<file path="config.mk">
export PLATFORM = sky130hd
export DESIGN_NAME = serial_parity_rx
export DESIGN_NICKNAME = d
export VERILOG_FILES = /design/src/rtl/serial_parity_rx_pkg.sv /design/src/rtl/serial_parity_rx_parity_acc.sv /design/src/rtl/serial_parity_rx.sv
export SDC_FILE = /design/constraint.sdc
export NUM_CORES = 1
export LEC_CHECK = 0
export CAP_MARGIN = 10
export CORE_MARGIN = 2
export CORE_UTILIZATION = 55
export DETAILED_ROUTE_END_ITERATION = 10
export PLACE_DENSITY = 0.83
export RECOVER_POWER = 25
export SLEW_MARGIN = 20
export SYNTH_ARGS = -nofsm -noshare
export SYNTH_HDL_FRONTEND = slang
export SYNTH_SLANG_ARGS = --single-unit
</file>
<file path="constraint.sdc">
create_clock -name CLK -period 3.3 [get_ports CLK]
set_input_delay 0.66 -clock CLK [delete_from_list [all_inputs] [get_ports CLK]]
set_output_delay 0.66 -clock CLK [all_outputs]
set_load 0.1 [all_outputs]
</file>
<file path="src/rtl/serial_parity_rx_pkg.sv">
// -----------------------------------------------------------------------------
// serial_parity_rx_pkg
// Shared types and constants for the parity-protected serial link. The
// receiver uses them, and so does the matching transmitter.
//   state_t  : receiver frame state (IDLE, DATA, PARITY, STOP, BREAK)
//   PAR_EVEN / PAR_ODD : parity sense selectors
//   cnt_w()  : width of a data-bit counter that can hold 0..data_w
// -----------------------------------------------------------------------------
package serial_parity_rx_pkg;

  typedef enum logic [2:0] {
    IDLE   = 3'd0,
    DATA   = 3'd1,
    PARITY = 3'd2,
    STOP   = 3'd3,
    BREAK  = 3'd4
  } state_t;

  localparam logic PAR_EVEN = 1'b0;
  localparam logic PAR_ODD  = 1'b1;

  // The counter must reach data_w itself after the last data bit without wrapping.
  function automatic int cnt_w(input int data_w);
    return $clog2(data_w + 1);
  endfunction

endpackage

</file>
<file path="src/rtl/serial_parity_rx_parity_acc.sv">
// -----------------------------------------------------------------------------
// parity_acc
// A 1-bit registered XOR accumulator. The serial receiver and the matching
// transmitter both use it.
// Ports:
//   CLK : clock, rising edge
//   RST : synchronous active-high reset, clears Q
//   CLR : synchronous clear, clears Q (start of a new frame)
//   EN  : when high, Q <= Q ^ D
//   D   : bit to fold into the running parity
//   Q   : running XOR of every bit accepted since the last clear
// -----------------------------------------------------------------------------
module parity_acc (
  input  logic CLK,
  input  logic RST,
  input  logic CLR,
  input  logic EN,
  input  logic D,
  output logic Q
);

  // Running parity register. Reset and clear both win over accumulation.
  always_ff @(posedge CLK) begin
    if (RST) begin
      Q <= 1'b0;
    end else if (CLR) begin
      Q <= 1'b0;
    end else if (EN) begin
      Q <= Q ^ D;
    end else begin
      Q <= Q;
    end
  end

endmodule

</file>
<file path="src/rtl/serial_parity_rx.sv">
// -----------------------------------------------------------------------------
// serial_parity_rx
// Receiving end of a parity-protected serial link. It deserialises frames of
// the form start(0) / DATA_W data bits (LSB first) / parity / stop(1). It
// recomputes the parity and flags parity and framing errors. An external
// strobe generator supplies the bit timing, so there is no oversampling here.
// Ports:
//   CLK    : clock, rising edge
//   RST    : synchronous active-high reset
//   BIT_EN : sample strobe, SIN is taken only on edges where BIT_EN=1
//   SIN    : serial line, idle high
//   DOUT   : last received data word, held until the next frame completes
//   DVALID : one-cycle pulse, frame complete
//   PERR   : parity error of the frame flagged by DVALID, held
//   FERR   : framing error (stop bit 0) of that frame, held
//   BUSY   : high while in DATA, PARITY, STOP or BREAK
// -----------------------------------------------------------------------------
module serial_parity_rx
  import serial_parity_rx_pkg::*;
#(
  parameter int   DATA_W     = 8,
  parameter logic PARITY_ODD = PAR_EVEN
) (
  input  logic              CLK,
  input  logic              RST,
  input  logic              BIT_EN,
  input  logic              SIN,
  output logic [DATA_W-1:0] DOUT,
  output logic              DVALID,
  output logic              PERR,
  output logic              FERR,
  output logic              BUSY
);

  localparam int            CW       = cnt_w(DATA_W);
  localparam logic [CW-1:0] LAST_BIT = CW'(DATA_W - 1);

  state_t              state;
  state_t              state_nxt;
  logic [CW-1:0]       cnt;
  logic [DATA_W-1:0]   shreg;
  logic                start;
  logic                take_data;
  logic                take_par;
  logic                take_stop;
  logic                acc_q;

  // State register.
  always_ff @(posedge CLK) begin
    if (RST) begin
      state <= IDLE;
    end else begin
      state <= state_nxt;
    end
  end

  // Next-state logic. Transitions happen only on strobe edges.
  always_comb begin
    state_nxt = state;
    if (BIT_EN) begin
      case (state)
        IDLE:    state_nxt = SIN ? IDLE : DATA;
        DATA:    state_nxt = (cnt == LAST_BIT) ? PARITY : DATA;
        PARITY:  state_nxt = STOP;
        STOP:    state_nxt = SIN ? IDLE : BREAK;
        // A held-low line is not a start bit. Wait for the line to go back to idle.
        BREAK:   state_nxt = SIN ? IDLE : BREAK;
        default: state_nxt = IDLE;
      endcase
    end else begin
      state_nxt = state;
    end
  end

  // Per-state datapath controls, qualified by the strobe.
  always_comb begin
    start     = 1'b0;
    take_data = 1'b0;
    take_par  = 1'b0;
    take_stop = 1'b0;
    if (BIT_EN) begin
      case (state)
        IDLE:    start     = ~SIN;
        DATA:    take_data = 1'b1;
        PARITY:  take_par  = 1'b1;
        STOP:    take_stop = 1'b1;
        BREAK:   start     = 1'b0;
        default: start     = 1'b0;
      endcase
    end else begin
      start = 1'b0;
    end
  end

  // Data bits and the parity bit are folded in. A start bit clears the accumulator.
  parity_acc u_parity_acc (
    .CLK (CLK),
    .RST (RST),
    .CLR (start),
    .EN  (take_data | take_par),
    .D   (SIN),
    .Q   (acc_q)
  );

  // Bit counter, shift register and registered outputs.
  always_ff @(posedge CLK) begin
    if (RST) begin
      cnt    <= {CW{1'b0}};
      shreg  <= {DATA_W{1'b0}};
      DOUT   <= {DATA_W{1'b0}};
      DVALID <= 1'b0;
      PERR   <= 1'b0;
      FERR   <= 1'b0;
      BUSY   <= 1'b0;
    end else begin
      DVALID <= 1'b0;
      if (start) begin
        cnt <= {CW{1'b0}};
      end else if (take_data) begin
        cnt <= cnt + CW'(1);
        // LSB first: after DATA_W shifts the first bit received reaches bit 0.
        shreg <= {SIN, shreg[DATA_W-1:1]};
      end
      if (take_stop) begin
        DOUT   <= shreg;
        PERR   <= acc_q ^ PARITY_ODD;
        FERR   <= ~SIN;
        DVALID <= 1'b1;
      end
      BUSY <= (state_nxt != IDLE);
    end
  end

endmodule

</file>
* Yosys cells after proc, flatten, opt, wreduce, memory -nomap -nowiden
Index checks and enable logic that the tools add are counted.
Storage, ports and cells: word-level logic and storage cells 38, bits of input ports 4, flip-flop bits (word level) 28, output and inout port bits 12
Cells by class: multiplexer cells 14, $add $sub $neg 1, reductions and logical operators 5, bitwise gates (word level) 4, equal/unequal tests 5
Operators by type and width (count):
- 3-bit case mux with 4 select lines | 1
- 1-bit 2-to-1 mux | 10
- 3-bit by 2-bit equality test with 1-bit output, second input constant | 2
- 3-bit 2-to-1 mux | 2
- 4-bit by 1-bit adder with 4-bit output, second input constant | 1
- 4-bit by 3-bit equality test with 1-bit output, second input constant | 1
- 2-bit OR reduction | 2
- 3-bit by 1-bit equality test with 1-bit output, second input constant | 1
- 3-bit equality test, second input constant | 1
- 3-bit zero test | 1
- 3-bit nonzero test | 1
- 2-bit 2-to-1 mux | 1
- 1-bit inverter | 2
- 2-bit AND reduction | 1
- 1-bit bitwise OR | 1
- 1-bit bitwise XOR | 1

* Logic depth before layout (Yosys ltp)
word-level depth 5, gate-level depth with buffers 6, gate-level depth less buffers 5

* Cells and area by module
Synthesis repeated with hierarchy kept, for this count alone.
Second synthesis, totals: cell total of the unflattened synthesis 132, area total of the unflattened synthesis 1109.8 um^2
By module, submodules not included:
- serial_parity_rx | cells an instance 128, sequential area each 540.5 um^2, instances 1, area each 1059.8 um^2
- parity_acc | cells an instance 4, sequential area each 20.0 um^2, instances 1, area each 50.0 um^2

* Least setup slack after synthesis
No wires, ideal clock.
path type input -> register, start input port BIT_EN, end register BUSY, arrival time 1.540 ns, cell stages on the path 5, setup slack 1.633 ns, path through buf_2 nand4b_1 nor2_1 o31a_1 or3_1
On the way: word-level cells in the longest chain between the ends 2
RTL lines:
- start: declaration | RTL line serial_parity_rx.sv:26 | input logic BIT_EN,
- 3-bit 2-to-1 mux | RTL line serial_parity_rx.sv:60 | if (BIT_EN) begin
- 3-bit nonzero test | RTL line serial_parity_rx.sv:130 | BUSY <= (state_nxt != IDLE);
- end signal: assignment | RTL line serial_parity_rx.sv:130
- end: declaration | RTL line serial_parity_rx.sv:32 | output logic BUSY
Every way passes these cells. A chain may end at the register's enable or synchronous reset.

* Worst setup path in the final report
start register DVALID, end output port DVALID
RTL lines:
- start: declaration | RTL line serial_parity_rx.sv:29 | output logic DVALID,
- start signal: assignment | RTL line serial_parity_rx.sv:111 | DVALID <= 1'b0;
- start signal: assignment | RTL line serial_parity_rx.sv:116 | DVALID <= 1'b0;
- start signal: assignment | RTL line serial_parity_rx.sv:128 | DVALID <= 1'b1;
No word-level cell between the ends.

==> summary.md <==
| Metric | Value |
|---|---|
| Hold path depth | `2` |
| Initial Util | `57.4%` |
| Power per cell area | `481 nW/um2` |
| FFs w/ async S/R, synth | `0%` |
| CP Buf/Inv Count | `1` |
| Post-CTS Resized | `0` |
| Number of cell rows | `16` |
| Number of synthesis warnings | `0` |
| Initial antenna violation count | `0` |
| Cell area after technology mapping | `1100 um2` |
| Worst-case clock skew | `0.00594 ns` |
| Path class of the lowest-slack min-delay path | `reg -> reg` |
| Max cap viols | `0` |
| Internal reg-to-reg setup slack | `1.41 ns` |
| Buffers on Ports | `15` |
| Detailed-route wire length | `1980 um` |
| TritonCTS buffer count | `3` |
| TritonCTS clock tree | `built` |
| Per-cell via count in the routed design | `5.21` |
| Die H | `48.8 um` |
| Post-synthesis cell count | `132` |
| Clock latency at the later pin of the worst-skew pair | `0.33 ns` |
| Normalized max-slew margin | `22.8%` |
| Basic-gate share of the synthesized area counting and, or, nand and nor cells | `25.5%` |
| Maximum clock insertion buffer count | `2` |
| Multiplexer fraction of the synthesized cell area | `0%` |
| Sum of internal, switching and leakage power | `0.000605 W` |
| Arrival @ worst endpoint | `1.77 ns` |
| Final hold vios | `0` |
| Synth Area in XOR/XNOR | `3.17%` |
| Number of remaining DRC errors | `0` |
| Req. time, crit path | `2.64 ns` |
| Sink Count | `28` |
| Longest individual stage delay on the worst path | `1.12 ns` |
| Worst r2r dst | `BUSY$_SDFF_PP0_` |
| Overflow after GRT | `0` |
| Via count of the first global-routing pass | `779` |
| Post-CTS Hold Buffers | `0` |
| Master of the slowest instance on the critical path | `sky130_fd_sc_hd__clkdlybuf4s50_1` |
| Fin nets | `151` |
| Routed via count | `896` |
| Number of iterations in the first detailed-routing pass | `4` |
| Number of enable flip-flop cells after synthesis | `0` |
| Count of filler cells inserted in the layout | `189` |
| Primary FF master, synth | `sky130_fd_sc_hd__dfxtp_1` |
| Detailed router's first-iteration violation count | `22` |
| Clock root cell | `sky130_fd_sc_hd__clkbuf_4` |
| Post-DRT Antenna Nets | `0` |
| Final Setup Violations | `0` |
| # IOs | `16` |
| Worst vdd ir | `369 uV` |
| Average wire per cell in the routed design | `11.5 um` |
| Count of state elements after synthesis | `28` |
| Worst hold endpoint | `DOUT[1]$_SDFFE_PP0P_` |
| Cell variety after synth | `31` |
| CP Capture Type | `output port` |
| Die X-Extent | `48.8 um` |
| Half-perimeter wire length after placement | `1380 um` |
| Total GRT Usage | `17.4%` |
| Fin Setup TNS | `0 ns` |
| Post-synthesis compound-gate area fraction | `14.9%` |
| Routability-driven placement congestion ratio | `0.757` |
| Fraction of the core area covered by cells at the end of the flow | `65.5%` |
| Post-CTS repair timing setup buffer count | `0` |
| Worst flop-to-flop path startpoint | `state[2]$_SDFF_PP0_` |
| Syn Area/Cell | `8.36 um2` |
| Cell family contributing the most delay on the critical path | `buffers and inverters` |
| Tightest Pin Transition | `1.16 ns` |
| Hold Slack | `0.465 ns` |
| Leakage Power | `0.453 nW` |
| Count of cells along the worst register-to-register path | `5` |
| Placeable core area | `1920 um2` |
| Net Count, Synth | `137` |
| Clock transition at the register clock pins on the worst setup and hold paths after CTS | `0.14 ns` |
| Synthesized-area fraction occupied by adder cells | `1.13%` |
| RSZ-0062 raised after global routing | `no` |
| Fraction of layout instances using a drive strength above 1 | `8.97%` |
| Die outline area | `2380 um2` |
| Sequential-to-total area share from yosys stat | `50.8%` |
| Kind of start point of the critical path | `flop` |
| Antenna diodes | `0` |
| Status | `finished clean` |
| Combinational family with the most area after synthesis | `simple AND/OR/NAND/NOR gates` |
| Number of H-tree branching levels | `1` |
| Largest net degree at the start of global routing | `24` |
| Crit path kind | `reg -> out` |
| Max Freq | `411 MHz` |
| Wire length of the first global-routing pass | `3260 um` |
| Portion of the clock cycle consumed by the worst path in the final layout | `73.7%` |
| Maximum fanout encountered on the critical timing path | `1` |
| Post-layout min period | `2.43 ns` |
| Worst path cell trace | `clkdlybuf4s50_1` |
| Total count of max-transition violations in the final report | `0` |
| Instance area at placement | `1230 um2` |
| Synthesis-to-finish area growth | `14.1%` |
| Finished Cell Area | `1260 um2` |
| Multi-input combinational cell area | `493 um2` |
| Register area | `561 um2` |
| Start point of the worst hold path | `DOUT[1]$_SDFFE_PP0P_` |
-- where the power goes --
part | internal [W] | switching, W | total (W)
sequential | 0.000342 | 0.00000461 | 0.000346
clock | 0.000123 | 0.0000972 | 0.000220
combinational | 0.0000120 | 0.0000267 | 0.0000387
total | 0.000477 | 0.000128 | 0.000605
-- how the worst max path moves through the flow --
stage	start	to	slack (ns)	depth (start not counted)
after floorplan	BIT_EN	BUSY$_SDFF_PP0_	1.63	5
after global placement	BIT_EN	BUSY$_SDFF_PP0_	1.03	6
after detailed placement	BIT_EN	BUSY$_SDFF_PP0_	0.95	6
after CTS	DVALID$_SDFF_PP0_	DVALID	0.86	1
after global routing	DVALID$_SDFF_PP0_	DVALID	0.81	1
final	DVALID$_SDFF_PP0_	DVALID	0.87	1
-- state kept, by name (all words and copies together) (netlist names) --
signal / count
DOUT: 8
shreg: 8
cnt: 4
state: 3
BUSY: 1
DVALID: 1
FERR: 1
PERR: 1
u_parity_acc.Q: 1
-- cells by family after synthesis --
| logic type | Yosys count |
|---|---|
| buffers and inverters | 10 |
| AO/OA/AOI/OAI | 28 |
| AND/OR/NAND/NOR | 61 |
| flip-flops | 28 |
| adder cells (fa/ha/maj) | 1 |
| XOR/XNOR | 4 |
-- through the flow --
| stage | worst slack (ns) | cells |
|---|---|---|
| 2_1_floorplan | 1.63 | 132 |
| 3_5_place_dp | 0.950 | 168 |
| 5_1_grt | 0.806 | 172 |
| 6_report | 0.866 | 172 |
| 4_1_cts | 0.858 | 172 |
| 3_3_place_gp | 1.03 | 168 |
-- cell usage in the layout, fill, tap and decap left out --
cell,n
sky130_fd_sc_hd__a211oi_1,1
sky130_fd_sc_hd__a21oi_1,20
sky130_fd_sc_hd__a221oi_2,1
sky130_fd_sc_hd__a31o_2,1
sky130_fd_sc_hd__a31oi_1,1
sky130_fd_sc_hd__and2b_1,1
sky130_fd_sc_hd__and3_1,1
sky130_fd_sc_hd__and4bb_1,1
sky130_fd_sc_hd__buf_4,6
sky130_fd_sc_hd__bufinv_16,1
sky130_fd_sc_hd__clkbuf_1,7
sky130_fd_sc_hd__clkbuf_4,3
sky130_fd_sc_hd__clkdlybuf4s50_1,3
sky130_fd_sc_hd__dfxtp_1,28
sky130_fd_sc_hd__dlygate4sd3_1,1
sky130_fd_sc_hd__ha_1,1
sky130_fd_sc_hd__inv_1,2
sky130_fd_sc_hd__nand2_1,40
sky130_fd_sc_hd__nand2b_1,2
sky130_fd_sc_hd__nand3b_1,1
sky130_fd_sc_hd__nand4_1,1
sky130_fd_sc_hd__nand4b_1,1
sky130_fd_sc_hd__nor2_1,7
sky130_fd_sc_hd__nor2b_1,1
sky130_fd_sc_hd__nor3_1,2
sky130_fd_sc_hd__nor3b_2,1
sky130_fd_sc_hd__nor4b_1,1
sky130_fd_sc_hd__o211ai_1,1
sky130_fd_sc_hd__o21ai_0,2
sky130_fd_sc_hd__o31a_1,1
sky130_fd_sc_hd__or3_1,1
sky130_fd_sc_hd__xnor2_1,1
sky130_fd_sc_hd__xor2_1,3
-- per-layer routing --
metal	up-vias	wire length [um]	track usage, %
met1	408	893	19.3
met3	3	79	3.68
met5	-	0	0
li1	464	-	-
met4	0	21	5.71
met2	21	983	32.9
-- layout make-up --
type                    instances  share of cell area [%]
clock buffers                   3                    1.79
clock inverters                 1                    2.39
inverters                       2                   0.596
multi-input cells              94                    39.2
flip-flops and latches         28                    44.5
well taps                      27                    2.68
repair buffers                 17                    8.85
-- synth_stat cells (2+ instances only) --
master / instances / area share [%]
sky130_fd_sc_hd__nand2_1: 40 / 14
sky130_fd_sc_hd__dfxtp_1: 28 / 51
sky130_fd_sc_hd__a21oi_1: 20 / 9.1
sky130_fd_sc_hd__nor2_1: 7 / 2.4
sky130_fd_sc_hd__buf_2: 4 / 1.8
sky130_fd_sc_hd__xor2_1: 3 / 2.4
sky130_fd_sc_hd__clkbuf_1: 2 / 0.68
sky130_fd_sc_hd__inv_1: 2 / 0.68
sky130_fd_sc_hd__nand2b_1: 2 / 1.1
sky130_fd_sc_hd__nor3_1: 2 / 0.91
sky130_fd_sc_hd__o21ai_0: 2 / 0.91
No activity file was read; power rests on OpenSTA's default activity.
